`src/rtl/arbiter8_pri_rr.sv`:
```
// -----------------------------------------------------------------------------
// arbiter8_pri_rr
//   Grants one shared resource to one of eight requesters. The winner is picked
//   either by fixed priority (index 7 highest) or round-robin starting at a
//   rotating pointer. A grant is locked until the holder drops its request. It
//   is also pre-empted after MAX_HOLD cycles if others are waiting and new
//   grants are enabled.
//
// Ports
//   iClk    in   rising-edge clock
//   iRst_n  in   asynchronous reset, active-low
//   iEI     in   enable, active-low (1 = issue no new grants)
//   iMode   in   0 = fixed priority, 1 = round-robin
//   iReq    in   [7:0] level requests, active-high
//   oGnt    out  [7:0] one-hot grant, registered, zero when idle
//   oGntId  out  [2:0] binary index of the granted requester (valid with oValid)
//   oValid  out  a grant is active
//   oEO     out  active-low: 0 when enabled, nothing requested and nothing held
// -----------------------------------------------------------------------------
module arbiter8_pri_rr #(
  parameter int MAX_HOLD = 16,
  parameter int CNT_W    = 4
) (
  input  logic       iClk,
  input  logic       iRst_n,
  input  logic       iEI,
  input  logic       iMode,
  input  logic [7:0] iReq,
  output logic [7:0] oGnt,
  output logic [2:0] oGntId,
  output logic       oValid,
  output logic       oEO
);

  typedef enum logic {
    IDLE  = 1'b0,
    GRANT = 1'b1
  } state_t;

  localparam logic [CNT_W-1:0] HOLD_LAST = CNT_W'(MAX_HOLD - 1);

  state_t           state;
  state_t           stateNext;
  logic [2:0]       ptr;
  logic [2:0]       ptrNext;
  logic [CNT_W-1:0] holdCnt;
  logic [CNT_W-1:0] holdNext;
  logic [7:0]       gntNext;
  logic [2:0]       gntIdNext;
  logic             validNext;
  logic [3:0]       winAll;
  logic [3:0]       winOther;
  logic [7:0]       reqOther;

  // Returns {found, index}. Fixed mode keeps the highest set bit; round-robin
  // walks ptr, ptr+1, ... with 3-bit wrap and keeps the first hit.
  function automatic logic [3:0] pickWinner(
    input logic [7:0] req,
    input logic       mode,
    input logic [2:0] start
  );
    logic       found;
    logic [2:0] idx;
    logic [2:0] j;
    found = 1'b0;
    idx   = 3'd0;
    for (int i = 0; i < 8; i++) begin
      if (mode == 1'b0) begin
        idx   = req[i] ? 3'(i) : idx;
        found = found | req[i];
      end else begin
        j     = start + 3'(i);
        idx   = (!found && req[j]) ? j : idx;
        found = found | req[j];
      end
    end
    return {found, idx};
  endfunction

  // Candidate winners: one over all requests, one with the current holder masked.
  always_comb begin
    reqOther = iReq & ~oGnt;
    winAll   = pickWinner(iReq, iMode, ptr);
    winOther = pickWinner(reqOther, iMode, ptr);
  end

  // Next-state and next-grant decision.
  always_comb begin
    stateNext = state;
    ptrNext   = ptr;
    holdNext  = holdCnt;
    gntNext   = oGnt;
    gntIdNext = oGntId;
    validNext = oValid;
    case (state)
      IDLE: begin
        if (!iEI && winAll[3]) begin
          stateNext = GRANT;
          gntNext   = 8'd1 << winAll[2:0];
          gntIdNext = winAll[2:0];
          validNext = 1'b1;
          ptrNext   = winAll[2:0] + 3'd1;
          holdNext  = '0;
        end else begin
          stateNext = IDLE;
        end
      end
      GRANT: begin
        if (!iReq[oGntId]) begin
          // Holder released: hand over directly if someone else is waiting.
          if (!iEI && winOther[3]) begin
            gntNext   = 8'd1 << winOther[2:0];
            gntIdNext = winOther[2:0];
            ptrNext   = winOther[2:0] + 3'd1;
            holdNext  = '0;
          end else begin
            stateNext = IDLE;
            gntNext   = 8'd0;
            gntIdNext = 3'd0;
            validNext = 1'b0;
            holdNext  = '0;
          end
        end else if (holdCnt == HOLD_LAST && winOther[3] && !iEI) begin
          // Hold limit reached with others waiting: pre-empt.
          gntNext   = 8'd1 << winOther[2:0];
          gntIdNext = winOther[2:0];
          ptrNext   = winOther[2:0] + 3'd1;
          holdNext  = '0;
        end else begin
          // Keep the holder; counter saturates so a disabled arbiter never times out.
          holdNext = (holdCnt == HOLD_LAST) ? holdCnt : holdCnt + CNT_W'(1);
        end
      end
      default: begin
        stateNext = IDLE;
        gntNext   = 8'd0;
        gntIdNext = 3'd0;
        validNext = 1'b0;
        holdNext  = '0;
        ptrNext   = 3'd0;
      end
    endcase
  end

  // State, pointer, hold counter and registered grant outputs.
  always_ff @(posedge iClk or negedge iRst_n) begin
    if (!iRst_n) begin
      state   <= IDLE;
      ptr     <= 3'd0;
      holdCnt <= '0;
      oGnt    <= 8'd0;
      oGntId  <= 3'd0;
      oValid  <= 1'b0;
    end else begin
      state   <= stateNext;
      ptr     <= ptrNext;
      holdCnt <= holdNext;
      oGnt    <= gntNext;
      oGntId  <= gntIdNext;
      oValid  <= validNext;
    end
  end

  // Cascade output: low only when enabled, idle and nothing is requested.
  always_comb begin
    oEO = iEI | (|iReq) | oValid;
  end

endmodule

```
`config.mk`:
```
export PLATFORM = sky130hd
export DESIGN_NAME = arbiter8_pri_rr
export DESIGN_NICKNAME = d
export VERILOG_FILES = /design/src/rtl/arbiter8_pri_rr.sv
export SDC_FILE = /design/constraint.sdc
export NUM_CORES = 1
export LEC_CHECK = 0
export CORE_MARGIN = 4
export CORE_UTILIZATION = 30
export DETAILED_ROUTE_END_ITERATION = 10
export SLEW_MARGIN = 40
export SYNTH_ARGS = -nofsm -noshare
export SYNTH_HDL_FRONTEND = slang
export SYNTH_SLANG_ARGS = --single-unit
```
`constraint.sdc`:
```
create_clock -name iClk -period 6.2 [get_ports iClk]
set_input_delay 1.24 -clock iClk [delete_from_list [all_inputs] [get_ports iClk]]
set_output_delay 1.24 -clock iClk [all_outputs]
set_load 0.005 [all_outputs]
```
==> run_results.csv <==
group,metric,value,unit
timing,fin_setup_tns,0,ps
timing,post-route-period-util,90.3,%
timing,timing.hold.ws,543,ps
clock_network,htreeDepth,1,
critical_path,crit_path_max_fanout,16,
timing,setup_viol_count_final,0,
global_routing,antenna_found_initial,1,
power,fin_total_pwr,2.68,mW
yosys,synthesis.area,3810,sq um
global_routing,overflow,0,
yosys,ys_warn_count,0,
yosys,async_flop_share,100,%
clock_network,cts_root_buf,"clkbuf_16",
power,swShare,54.0,%
clock_network,cts_buffers,3,
power,ir_drop,291,uV
yosys,synth_nets,462,
die,die_w,121,microns
drt,drc,0,
layout,final_nets,469,
power,netSwitchingPower,1.45,mW
global_routing,grt_max_degree,38,
timing,fin_crit,5600,ps
timing,hold_violations,0,
timing,fmax,179,MHz
global_routing,grt_pass1_wl,21800,microns
timing,max_slew_margin,47.1,%
yosys,synth-edff-count,0,
drt,drtIter0Drc,351,
place,place_congestion,0.928,
clock_network,cts_hold_buf,0,
clock_network,cts_max_path_buffers,2,
power,internal_power,1.23,mW
power,seqPwrFrac,10.4,%
drt,wl_per_cell,21.0,microns
critical_path,path_class,"primary input to flip-flop",
critical_path,cp-end-kind,"flip-flop",
clock_network,cts_resized,0,
power,clockPowerShare,5.5,%
status,outcome,"finished clean",
drt,vias,3969,
die,ioPinCount,25,
yosys,synth_cell_types,89,
die,core.rowCount,40,
clock_network,post-cts-setup-buffers,0,
yosys,ys.flop_type,"dfrtp_1",
clock_network,insertion_delay,250,ps
yosys,synth_cells,446,
layout,drive_gt1_share,17.5,%
yosys,avgSynthCellArea,8.55,sq um
power,p_leak,1.55,nW
drt,final_antenna_net_count,0,
die,dieArea,14600,sq um
die,die_h,121,microns
layout,layout_common_cells,"37 x nor2_1, 35 x nand2_1, 30 x mux2i_1",
critical_path,cp.required,6370,ps
global_routing,grt_pass1_vias,3845,
drt,vias_per_cell,6.39,
clock_network,tritoncts,"yes",
power,power_density,629,nW/um^2
run,drv.max_cap_violation_count,0,
drt,routed_wl,13100,microns
critical_path,startpoint_type,"primary input",
die,start_util,31.2,%
drt,drtPass1Iterations,5,
power,power_frac_comb,84.2,%
timing,slew_violations,0,
yosys,synth-seq-area-share,13.1,%
layout,stdcell_count,621,
yosys,ys_seq_elements,20,
critical_path,cp.arrival,5770,ps
clock_network,path_clk_slew,60,ps
timing,skew,2.12,ps
timing,worst_pin_slew,787,ps
die,core,12200,sq um
place,hpwlAfterDp,9580,microns
worst_hold_path,hold_class,"flip-flop to flip-flop",
place,numPortBuffers,24,
place,place_inst,616,
timing,rsz0062_at_grt,"false",
global_routing,grt_usage,18.2,%
layout,area_growth,11.6,%
clock_network,numClockSinks,20,
layout,layout_commonest_cell,"nor2_1",
## stage by stage
stage          setup slack [ps]  instance area, sq um  utilization (%)
6_report                    600                  4250             34.8
5_1_grt                     455                  4250             34.8
4_1_cts                     745                  4250             34.8
3_5_place_dp                499                  4160             34.1
3_3_place_gp                617                  4160             34.1
2_1_floorplan              1550                  3810                -
## power by group through the flow
stage	sequential [mW]	clock (mW)	combinational [mW]
2_1_floorplan	0.235	0	1.73
3_3_place_gp	0.276	0	2.18
3_5_place_dp	0.278	0	2.18
4_1_cts	0.275	0.148	2.20
5_1_grt	0.287	0.157	2.43
6_report	0.277	0.147	2.25
## cells by family (layout without fill, tap and decap cells)
| family | count (synthesis) | after routing | synth area share [%] |
|---|---|---|---|
| buffers and inverters | 48 | 54 | 6.30 |
| DFF | 20 | 20 | 13.1 |
| AOI/OAI and AO/OA | 151 | 151 | 31.9 |
| and+or+nand+nor | 153 | 153 | 21.5 |
| other | 0 | 1 | 0 |
| muxes | 66 | 66 | 24.5 |
| xor gates and xnor gates | 4 | 4 | 1.31 |
| adders and majority gates | 4 | 4 | 1.31 |
## layer usage
layer  global-route usage, %  part of all wire, %
met1                    27.3                   45
met3                    1.64                  9.6
met4                    5.17                  2.0
met2                    27.7                   44
met5                       0                    0
## state kept, by name (all words and copies together) (netlist names)
signal,cells
holdCnt,4
oGntId,3
ptr,3
oValid,1
state,1
oGnt,8
## critical path: stages
cell             delay (ps)
clkdlybuf4s50_1         710
mux2i_1                 460
mux4_2                  390
a31oi_4                 180
nor3_1                  510
a21oi_1                 170
o31a_1                  360
a211o_1                 380
nor2_1                  160
a21oi_1                  60
ha_1                    240
or4_1                   520
o32a_1                  300
o211ai_1                 90
## final timing paths
check                                         endpoint  slack [ps]  cells after the start              startpoint
worst max-delay path                ptr[2]$_DFFE_PN0P_         600                     14                 iReq[5]
worst min-delay path            holdCnt[1]$_DFFE_PN0P_         540                      2  holdCnt[1]$_DFFE_PN0P_
worst max register to register      ptr[2]$_DFFE_PN0P_        1070                     15      ptr[0]$_DFFE_PN0P_
worst min register to register  holdCnt[1]$_DFFE_PN0P_         540                      2  holdCnt[1]$_DFFE_PN0P_
max in group asynchronous          oGnt[2]$_DFFE_PN0P_        4960                      1                  iRst_n
min in group asynchronous       holdCnt[0]$_DFFE_PN0P_         930                      1                  iRst_n
## synth_stat cells (4+ instances only)
master	number	area, sq um
nor2b_1	9	56.3
buf_4	4	30.0
clkbuf_1	17	63.8
buf_6	4	45.0
nand2b_1	10	62.6
mux4_2	20	450
o31ai_1	13	97.6
nor2_1	37	139
or3_1	5	31.3
a31oi_1	5	31.3
o21a_1	4	30.0
nand2_1	35	131
a32oi_1	7	61.3
buf_2	8	40.0
o211ai_1	7	52.6
a21o_1	5	37.5
a21oi_1	23	115
o31a_1	4	35.0
nand3_1	10	50.1
nor3_1	15	75.1
a211oi_1	7	52.6
inv_1	11	41.3
mux2i_1	30	300
ha_1	4	50.1
o21ai_0	15	75.1
mux2_2	14	158
dfrtp_1	20	500
and2_1	4	25.0
## layout make-up
cell class,count,area (sq um)
Sequential cell,20,500
Fill cell,1275,7960
Multi-Input combinational cell,378,3070
Clock buffer,4,88.8
Timing Repair Buffer,36,320
Tap cell,168,210
Inverter,14,57.6
Antenna cell,1,2.50
No activity file was read; power rests on OpenSTA's default activity.
==> patch: new RTL, same flow settings <==
Change the parameter `CNT_W` from 4 to 6.
--- a/src/rtl/arbiter8_pri_rr.sv
+++ b/src/rtl/arbiter8_pri_rr.sv
@@ -20,5 +20,5 @@
 module arbiter8_pri_rr #(
   parameter int MAX_HOLD = 16,
-  parameter int CNT_W    = 4
+  parameter int CNT_W    = 6
 ) (
   input  logic       iClk,
Formal check against the unedited RTL: same outputs for any inputs over 4 cycles, from zero or initial values and one cycle with iRst_n low; that may be too few to reach the edited logic, so the function may still have changed.
==> patch against the unedited design <==
Sequential cell count is 2 higher; largest power group unchanged; sequential share of layout area is 1.2 points higher; die area increased by 1.3%; critical endpoint is now ptr[1]$_DFFE_PN0P_; design area barely moved; maximum frequency grew 9.6%; total power up 0.42%; via count fell by 2.7%; area after synthesis is 1.4% higher; routed wire length down 5.4%; setup slack improved by 0.49 ns.
==> patch: results (changes against the unedited design) <==
Final layout
  – ANT cells: 0 (-1)
  – Final nets: 447 (-4.7%)
  – Fraction of layout cells with a size suffix above 1: 18.14% (+0.66 points)
  – Final cell count without fillers: 602 (-3.1%)
  – Top flop regs: oGnt: 8 flops, holdCnt: 6 flops

Routing
  – Starting DRC count in detailed routing: 375 (+6.8%)
  – Routed wire length: 12350 um (-5.4%)
  – DRC viols: 0 (unchanged)
  – Vias: 3860 (-2.7%)

Placed design
  – Routability cong.: 0.9054 (-2.4%)
  – # port buffers: 24 (unchanged)
  – HPWL Detailed: 9008 um (-6.0%)
  – Place WS: 0.8940 ns (+0.3953 ns)
  – Cell Area, Placed: 4163 um2 (about the same)

Synth
  – Post-Synth Adder-Cell Area: 1.295% (-0.018 points)
  – Compound-gate portion of the synthesized area: 24.73% (-7.2 points)
  – Synth top cells by count: 34 x nand2_1, 32 x nor2_1, 25 x mux2i_1
  – Synth Area in XOR/XNOR: 2.719% (+1.4 points)
  – Seq/Total Area, Yosys: 14.24% (+1.1 points)
  – Synth top area cells: dfrtp_1 14%, mux4_2 13%, mux2i_1 6.5%
  – Yosys cell types: 93 (+4.5%)
  – Mux contribution to synthesized area: 26.87% (+2.3 points)
  – Avg Synthesized Cell Area: 8.988 um2 (+5.2%)

Global route
  – Total Routing Usage GR: 16.27% (-1.9 points)
  – Largest net degree at the start of global routing: 37 (-2.6%)
  – Number of global-route vias before repair: 3634 (-5.5%)
  – First-pass GRT wire length: 19710 um (-9.5%)
  – Initial antenna violation count: 0 (-1)

Setup path
  – Largest delay share family, worst path: simple AND/OR/NAND/NOR gates
  – Worst-path fanout max: 18 (+2)
  – Crit path DAT: 5.25 ns (-0.52 ns)
  – Critical Path Max Stage Delay: 0.76 ns (+0.05 ns)

Status
  – Status: finished clean

Power and ir drop
  – Worst vdd ir: 0.0002319 V (-20%)
  – Leak: 1.535 nW (-0.69%)

Timing
  – Worst clock skew: 0.003085 ns (+0.0009680 ns)
==> patch: changes by cell type in the layout (fill, tap and decap cells not counted), sizes merged, moves of 6 or more <==
cell    change
mux4        +7
o221ai      +7
mux2        -6
a32oi       -6
a21oi      -16
==> patch: final timing paths <==
path,startpoint,to,slack (ns),cells after the start
worst max-delay path,iReq[0],ptr[1]$_DFFE_PN0P_,1.09,12
worst min-delay path,oValid$_DFFE_PN0P_,oValid$_DFFE_PN0P_,0.52,2
worst max register to register,ptr[0]$_DFFE_PN0P_,ptr[1]$_DFFE_PN0P_,1.74,14
worst min register to register,oValid$_DFFE_PN0P_,oValid$_DFFE_PN0P_,0.52,2
max in group asynchronous,iRst_n,oGnt[1]$_DFFE_PN0P_,4.92,1
min in group asynchronous,iRst_n,holdCnt[3]$_DFFE_PN0P_,0.95,1
==> patch: report_power, final <==
group	leakage, nW	switching [mW]	internal (mW)
Clock	0.0442	0.0483	0.0983
Combinational	1.21	1.32	0.959
Sequential	0.282	0.0687	0.196
==> patch: area by class of cell <==
type	count	area [um2]
sequential	22	550.5
timing repair buffer	31	282.8
fill	1308	8368
inverter	10	37.54
tap	172	215.2
multi-input combinational	363	3077
clock buffer	4	88.84
==> patch: cells by family after synthesis <==
| kind of cell | count (synthesis) |
|---|---|
| xor gates and xnor gates | 12 |
| and+or+nand+nor | 170 |
| buffers and inverters | 45 |
| DFF | 22 |
| muxes | 64 |
| adders and majority gates | 4 |
| AOI/OAI and AO/OA | 113 |
==> patch: worst register-to-register path: stages (launching register included) <==
cell	delay, ns
dfrtp_1	0.35
inv_1	0.04
buf_4	0.21
ha_2	0.72
clkinv_1	0.48
mux4_2	0.47
mux2_2	0.35
a31oi_2	0.28
o21ai_1	0.09
a32o_1	0.21
o211a_1	0.25
nor3_1	0.26
or2_2	0.16
ha_1	0.22
mux2_2	0.25
==> patch: layer usage <==
metal	track usage, %	routed length (um)
met1	23.38	5348
met2	25.87	5753
met3	2.284	908
met4	3.922	343
met5	0	0
